File: src/rtl/sfx_sequencer.sv
// -----------------------------------------------------------------------------
// sfx_sequencer
//   Sequences and arbitrates the Pong sound effects (paddle-hit and score)
//   onto one shared tone path. A beat index steps through the selected tone
//   table at a fixed beat rate; the selected table's tone is forwarded to the
//   PWM note generator, or SILENCE while idle.
//
//   Optional feature macro: SFX_PREEMPT_EN
//     defined   : a score request during a hit sound restarts as score at once
//     undefined : a score request during a hit sound is queued as pending
//
// Ports
//   clk         in   1   system clock
//   rst_n       in   1   asynchronous reset, active low
//   req_hit     in   1   1-cycle pulse: play hit sound
//   req_score   in   1   1-cycle pulse: play score sound
//   tone_hit    in   32  tone from hit table, indexed by beat_num
//   tone_score  in   32  tone from score table, indexed by beat_num
//   beat_num    out  8   beat index driven to both tables
//   sel_score   out  1   1 = score sound active, 0 = hit
//   tone        out  32  selected tone; SILENCE when idle
//   busy        out  1   sound in progress
//   done        out  1   1-cycle pulse when a sound finishes naturally
// -----------------------------------------------------------------------------
module sfx_sequencer #(
    parameter int          BEAT_DIV  = 25_000_000,
    parameter int          HIT_LEN   = 6,
    parameter int          SCORE_LEN = 7,
    parameter logic [31:0] SILENCE   = 32'd20000
) (
    input  logic        clk,
    input  logic        rst_n,
    input  logic        req_hit,
    input  logic        req_score,
    input  logic [31:0] tone_hit,
    input  logic [31:0] tone_score,
    output logic [7:0]  beat_num,
    output logic        sel_score,
    output logic [31:0] tone,
    output logic        busy,
    output logic        done
);

    localparam int             DW         = (BEAT_DIV > 1) ? $clog2(BEAT_DIV) : 1;
    localparam logic [DW-1:0]  DIV_LAST   = DW'(BEAT_DIV - 1);
    localparam logic [7:0]     HIT_LAST   = 8'(HIT_LEN - 1);
    localparam logic [7:0]     SCORE_LAST = 8'(SCORE_LEN - 1);

    localparam logic [0:0] S_IDLE = 1'b0;
    localparam logic [0:0] S_PLAY = 1'b1;

    logic [0:0]    state;
    logic [DW-1:0] divider;
    logic          pend_hit;
    logic          pend_score;

    logic          wrap;
    logic          at_end;
    logic          hit_pend_nxt;
    logic          score_pend_nxt;
    logic          preempt;

    // Requests arriving while a sound plays are folded into the pending flags
    // first, so an end tick on the same cycle sees them and resolves them.
    // A request for the sound already playing is simply dropped.
    always_comb begin
        wrap         = (divider == DIV_LAST);
        at_end       = wrap && (beat_num == (sel_score ? SCORE_LAST : HIT_LAST));
        hit_pend_nxt = pend_hit | (req_hit & sel_score);
`ifdef SFX_PREEMPT_EN
        preempt        = req_score & ~sel_score;
        score_pend_nxt = pend_score;
`else
        preempt        = 1'b0;
        score_pend_nxt = pend_score | (req_score & ~sel_score);
`endif
    end

    // Main sequencer: start/arbitrate in IDLE; in PLAY step the divider and
    // beat index, then at the last beat's wrap either chain into a pending
    // sound (score wins over hit) or drop back to IDLE. Index 0 is lead-in
    // silence, so every sound starts at beat 1.
    always_ff @(posedge clk or negedge rst_n) begin
        if (!rst_n) begin
            state      <= S_IDLE;
            beat_num   <= 8'd0;
            sel_score  <= 1'b0;
            done       <= 1'b0;
            divider    <= '0;
            pend_hit   <= 1'b0;
            pend_score <= 1'b0;
        end else begin
            done <= 1'b0;
            case (state)
                S_IDLE: begin
                    if (req_score || pend_score) begin
                        state      <= S_PLAY;
                        sel_score  <= 1'b1;
                        beat_num   <= 8'd1;
                        divider    <= '0;
                        pend_score <= 1'b0;
                        pend_hit   <= pend_hit | req_hit;
                    end else if (req_hit || pend_hit) begin
                        state     <= S_PLAY;
                        sel_score <= 1'b0;
                        beat_num  <= 8'd1;
                        divider   <= '0;
                        pend_hit  <= 1'b0;
                    end
                end
                S_PLAY: begin
                    if (preempt) begin
                        // hit sound is abandoned: no done, not re-queued
                        sel_score <= 1'b1;
                        beat_num  <= 8'd1;
                        divider   <= '0;
                    end else if (at_end) begin
                        done    <= 1'b1;
                        divider <= '0;
                        if (score_pend_nxt) begin
                            sel_score  <= 1'b1;
                            beat_num   <= 8'd1;
                            pend_score <= 1'b0;
                            pend_hit   <= hit_pend_nxt;
                        end else if (hit_pend_nxt) begin
                            sel_score  <= 1'b0;
                            beat_num   <= 8'd1;
                            pend_hit   <= 1'b0;
                            pend_score <= 1'b0;
                        end else begin
                            state      <= S_IDLE;
                            beat_num   <= 8'd0;
                            pend_hit   <= 1'b0;
                            pend_score <= 1'b0;
                        end
                    end else begin
                        pend_hit   <= hit_pend_nxt;
                        pend_score <= score_pend_nxt;
                        if (wrap) begin
                            divider  <= '0;
                            beat_num <= beat_num + 8'd1;
                        end else begin
                            divider <= divider + 1'b1;
                        end
                    end
                end
                default: state <= S_IDLE;
            endcase
        end
    end

    assign busy = (state == S_PLAY);
    assign tone = busy ? (sel_score ? tone_score : tone_hit) : SILENCE;

endmodule

File: config.mk
export PLATFORM = sky130hd
export DESIGN_NAME = sfx_sequencer
export DESIGN_NICKNAME = d
export VERILOG_FILES = /design/src/rtl/sfx_sequencer.sv
export SDC_FILE = /design/constraint.sdc
export NUM_CORES = 1
export LEC_CHECK = 0
export BUFFER_PORTS_ARGS = -buffer_cell sky130_fd_sc_hd__buf_2
export CAP_MARGIN = 10
export CORE_MARGIN = 4
export CORE_UTILIZATION = 40
export DETAILED_ROUTE_END_ITERATION = 7
export PLACE_DENSITY = 0.69
export SETUP_SLACK_MARGIN = 0.15
export SLEW_MARGIN = 20
export SYNTH_ARGS = -nofsm -noshare
export SYNTH_HDL_FRONTEND = slang
export SYNTH_SLANG_ARGS = --single-unit
export TNS_END_PERCENT = 5
File: constraint.sdc
create_clock -name clk -period 4 [get_ports clk]
set_input_delay 1.2 -clock clk [delete_from_list [all_inputs] [get_ports clk]]
set_output_delay 1.2 -clock clk [all_outputs]
set_load 0.005 [all_outputs]
==> results.md <==
- In this run the tightest slew margin relative to its limit is 36.8%.
- The met1 routed wirelength after detailed routing is 3.19 mm.
- The fraction of registers with async set or reset after synthesis is 100%.
- Global routing finished with a remaining overflow of 0.
- After clock tree synthesis, the clock-pin slew on the worst setup and hold paths is 90 ps.
- Summed over all nets, the half-perimeter wirelength after detailed placement is 5.35 mm.
- The switching power as a share of total power is 28.6%.
- The total iterations of the first detailed-routing run is 4.
- The cell family with the largest share of critical-path delay is buffers and inverters.
- The number of violations of the max-capacitance limit is 0.
- In this run, flip-flops and latches consume 48.8% of the power.
- The met2 wire length is 3.64 mm.
- Dividing the detail-routed wire length by the instance count gives 15.1 um.
- The critical path goes through inv_1 > nor2_1 > buf_2.
- The largest individual stage delay along the critical path comes from the cell sky130_fd_sc_hd__inv_1.
- Setup repair after global routing left no endpoint under its margin.
- The part of the Yosys area used for sequential elements is 36.3%.
- In this run, the clock network consumes 34.6% of the power.
- The count of inserted antenna diode cells is 0.
- The count of buffers inserted at the top-level ports is 110.
- Across the VDD grid, the largest voltage drop is 170 uV.
- The clock tree synthesis step divided the H-tree into 2 levels.
- Measured along the y axis, the die boundary spans 88.9 um.
- The hold violation count in the final report is 0.
- The count of unique library cells instantiated by Yosys is 49.
- After technology mapping, the gate count stands at 295.
- The post-cts repair resize count is 0.
- The Yosys warning count is 0.
- The standard cell core area is 6350 um2.
- The type of the tightest min-delay check is register to register.
- The number of buffers created by CTS is 5.
- In this run the deepest clock path goes through 2 buffers.
- CTS saw 38 sinks.
- The reported leakage power is 1.72 nW.
- Pin placement for this block handled 111 I/O pins.
- For this run, the slowest stage of the critical path takes 770 ps.
- The remaining antenna violation count after routing is 0.
- The peak clock frequency supported by timing is 321 MHz.
- The aggregate global-route resource usage is 16.8%.
- At the worst endpoint, the required time is 2800 ps.
- In the finished design, the share of the clock period the worst path needs comes to 77.8%.
- For this run, the share of the core covered by cells in the final layout is 52.1%.
- The number of synthesized flops with an enable pin is 0.
- The pin count of the biggest net entering global routing is 39.
- The worst min-delay path startpoint is divider[12].
- The via count of the first global-routing pass came to 2,232.
- Along the worst path, the maximum fanout reaches 31.
- Across all layers, the routed design uses 2,503 vias.
- For the worst setup path, the data arrival time is 1910 ps.
- In this run the critical register-to-register path is captured at sel_score.
- Routed signal wires occupy layers up through met4.
- In this run the power spent charging and discharging nets is 0.277 mW.
- The synthesis-to-finish area growth is 26.4%.
- Along the worst hold path, the cell count comes to 1.
- CTS placed an instance of sky130_fd_sc_hd__clkbuf_8 at the clock tree root.
- The number of antenna violations at the first check in global routing is 0.
- The latest clock arrival within the worst-skew pair is 300 ps.
- For the pin with the worst max-slew slack, the measured transition is 947 ps.
- The worst register-to-register path begins at divider[7].
- The nature of the critical path endpoint is a primary output.
- After detailed routing, the number of vias per cell comes to 5.26.
- The number of nets handed over by synthesis was 365.
- The number of placement rows is 29.
- The critical path start-end classification is register to primary output.
- The number of setup buffers added after CTS is 0.
- After synthesis the cells add up to 2620 um2.
- After the last flow step, the layout net total stands at 468.
- In the routed design, unresolved DRC markers number 0.
- The count of pins over their slew limit is 0.
- The die covers 7900 um2.
- The flow ran to the end, and the final reports show no timing, DRC or antenna violations.
- The count of buffer and inverter cells on the critical path is 2.
- The first global-routing pass estimated 10.6 mm of wire.
- The cell depth of the worst flop-to-flop path is 5.
- The weighted congestion reported at the end of routability-driven placement is 0.795.
- The fraction of layout cells with a size suffix above 1 is 33.8%.
- For this design the ratio of total power to cell area is 293 nW/um2.
- The hold path endpoint is divider[12].
- The TritonCTS clock tree is done.
- The hold slack is 536 ps.
- The internal portion of the total power is 0.693 mW.
- For this block, the routed nets add up to 7.20 mm of wire.
- The initial utilization of the core area, before any placement, comes to 41.2%.
- Dividing the synthesized area by the synthesized cell count gives 8.87 um2.
- In this run, the number of DRC markers left after iteration 0 of detailed routing was 101.
- The clock period could shrink to 3110 ps.
- The combinational share of power is 16.6%.
- The final clock skew is 12.1 ps.
- The floorplan step set the die width to 88.9 um.
- Detailed routing placed a total of 311 um of wire on met3.
- The dominant register cell in the synthesized netlist is sky130_fd_sc_hd__dfrtp_1.
- The cts-stage hold buffer count is 0.
- Counting flops and latches in the post-synthesis netlist gives 38.
- The sort of element at the start of the critical path is a register.
- The internal reg-to-reg setup slack is 1450 ps.
- The total negative setup slack is 0 ps.
- Setup violations remaining at the end of the flow were counted as 0.
## kinds of logic (layout without fill, tap and decap cells)
kind of cell	after synthesis	count (layout)	synth area share [%]
flip-flops	38	38	36.3
AO/OA/AOI/OAI	43	43	11.5
multiplexers	34	34	13.0
adder cells (fa/ha/maj)	2	2	0.956
XOR/XNOR	15	15	5.02
AND/OR/NAND/NOR	138	138	28.2
buffers and inverters	25	129	4.97
## per-layer routing
metal  up-vias  track usage [%]
li1       1267                -
met1      1182             23.1
met2        48             26.8
met3         6             4.00
met4         0             3.98
met5         -                0
## cells in the final DEF, fill, tap and decap left out, types with 6 or more instances in the layout
cell type and count:
sky130_fd_sc_hd__buf_2 110, sky130_fd_sc_hd__nand3_1 11, sky130_fd_sc_hd__nor2_1 49, sky130_fd_sc_hd__mux2i_1 34
sky130_fd_sc_hd__xor2_1 12, sky130_fd_sc_hd__dfrtp_1 37, sky130_fd_sc_hd__nor3_1 7, sky130_fd_sc_hd__and3_1 8
sky130_fd_sc_hd__a21oi_1 10, sky130_fd_sc_hd__o21ai_0 11, sky130_fd_sc_hd__nand4_1 11, sky130_fd_sc_hd__or4_1 6
sky130_fd_sc_hd__inv_1 6, sky130_fd_sc_hd__nand2_1 25
## Yosys cell counts, drive strengths merged (5+ instances only)
| cell type | count | area [um2] |
|---|---|---|
| nor2 | 49 | 184 |
| dfrtp | 38 | 951 |
| mux2i | 34 | 340 |
| nand2 | 25 | 93.8 |
| nand4 | 12 | 90.1 |
| o21ai | 12 | 63.8 |
| xor2 | 12 | 105 |
| a21oi | 11 | 58.8 |
| clkbuf | 11 | 51.3 |
| nand3 | 11 | 55.1 |
| and3 | 8 | 50.1 |
| buf | 8 | 56.3 |
| or4 | 8 | 67.6 |
| nor3 | 7 | 35.0 |
| inv | 6 | 22.5 |
| o31ai | 6 | 58.8 |
| a22o | 5 | 43.8 |
| and4 | 5 | 45.0 |
## power groups by stage
stage / Clock, mW / Sequential (mW) / Combinational [mW]
6_report: 0.336 / 0.474 / 0.161
4_1_cts: 0.341 / 0.472 / 0.164
3_5_place_dp: 0 / 0.479 / 0.163
3_3_place_gp: 0 / 0.479 / 0.158
5_1_grt: 0.358 / 0.480 / 0.180
2_1_floorplan: 0 / 0.463 / 0.0877
## worst reg2reg max path, cell delays in order, from the launching register on
cell and delay [ps]:
sky130_fd_sc_hd__dfrtp_1 440, sky130_fd_sc_hd__or4_4 580, sky130_fd_sc_hd__or4_4 570, sky130_fd_sc_hd__o31ai_4 290, sky130_fd_sc_hd__and2_1 370, sky130_fd_sc_hd__a32oi_1 170
## sequential cells by signal, indices dropped and copies added (netlist names)
signal / flops
divider: 25
beat_num: 8
busy: 1
done: 1
pend_hit: 1
pend_score: 1
sel_score: 1
## layout make-up
class	count	area, um2
clock buffer	5	68.8
clock inverter	3	45.0
tap	77	96.3
timing repair buffer	115	588
sequential	38	952
inverter	6	22.5
fill	618	3040
multi-input combinational	232	1540
## through the flow
step / setup slack, ps / cell area (um2) / instances / power [mW]
detailed placement: 1030 / 3190 / 468 / 0.643
CTS: 866 / 3310 / 476 / 0.978
finish: 887 / 3310 / 476 / 0.971
global route: 751 / 3310 / 476 / 1.02
floorplan: 1220 / 2620 / 295 / 0.551
global placement: 1060 / 3190 / 468 / 0.637
## worst max-delay path by stage
| stage | startpoint | slack, ps | depth (start not counted) | to |
|---|---|---|---|---|
| final | busy | 890 | 3 | tone[29] |
| after global routing | busy | 750 | 3 | tone[7] |
| after CTS | busy | 870 | 3 | tone[21] |
| after detailed placement | req_hit | 1030 | 6 | beat_num[2] |
| after global placement | req_hit | 1060 | 6 | beat_num[2] |
| after floorplan | req_hit | 1220 | 6 | beat_num[5] |
No activity file was read; power rests on OpenSTA's default activity.
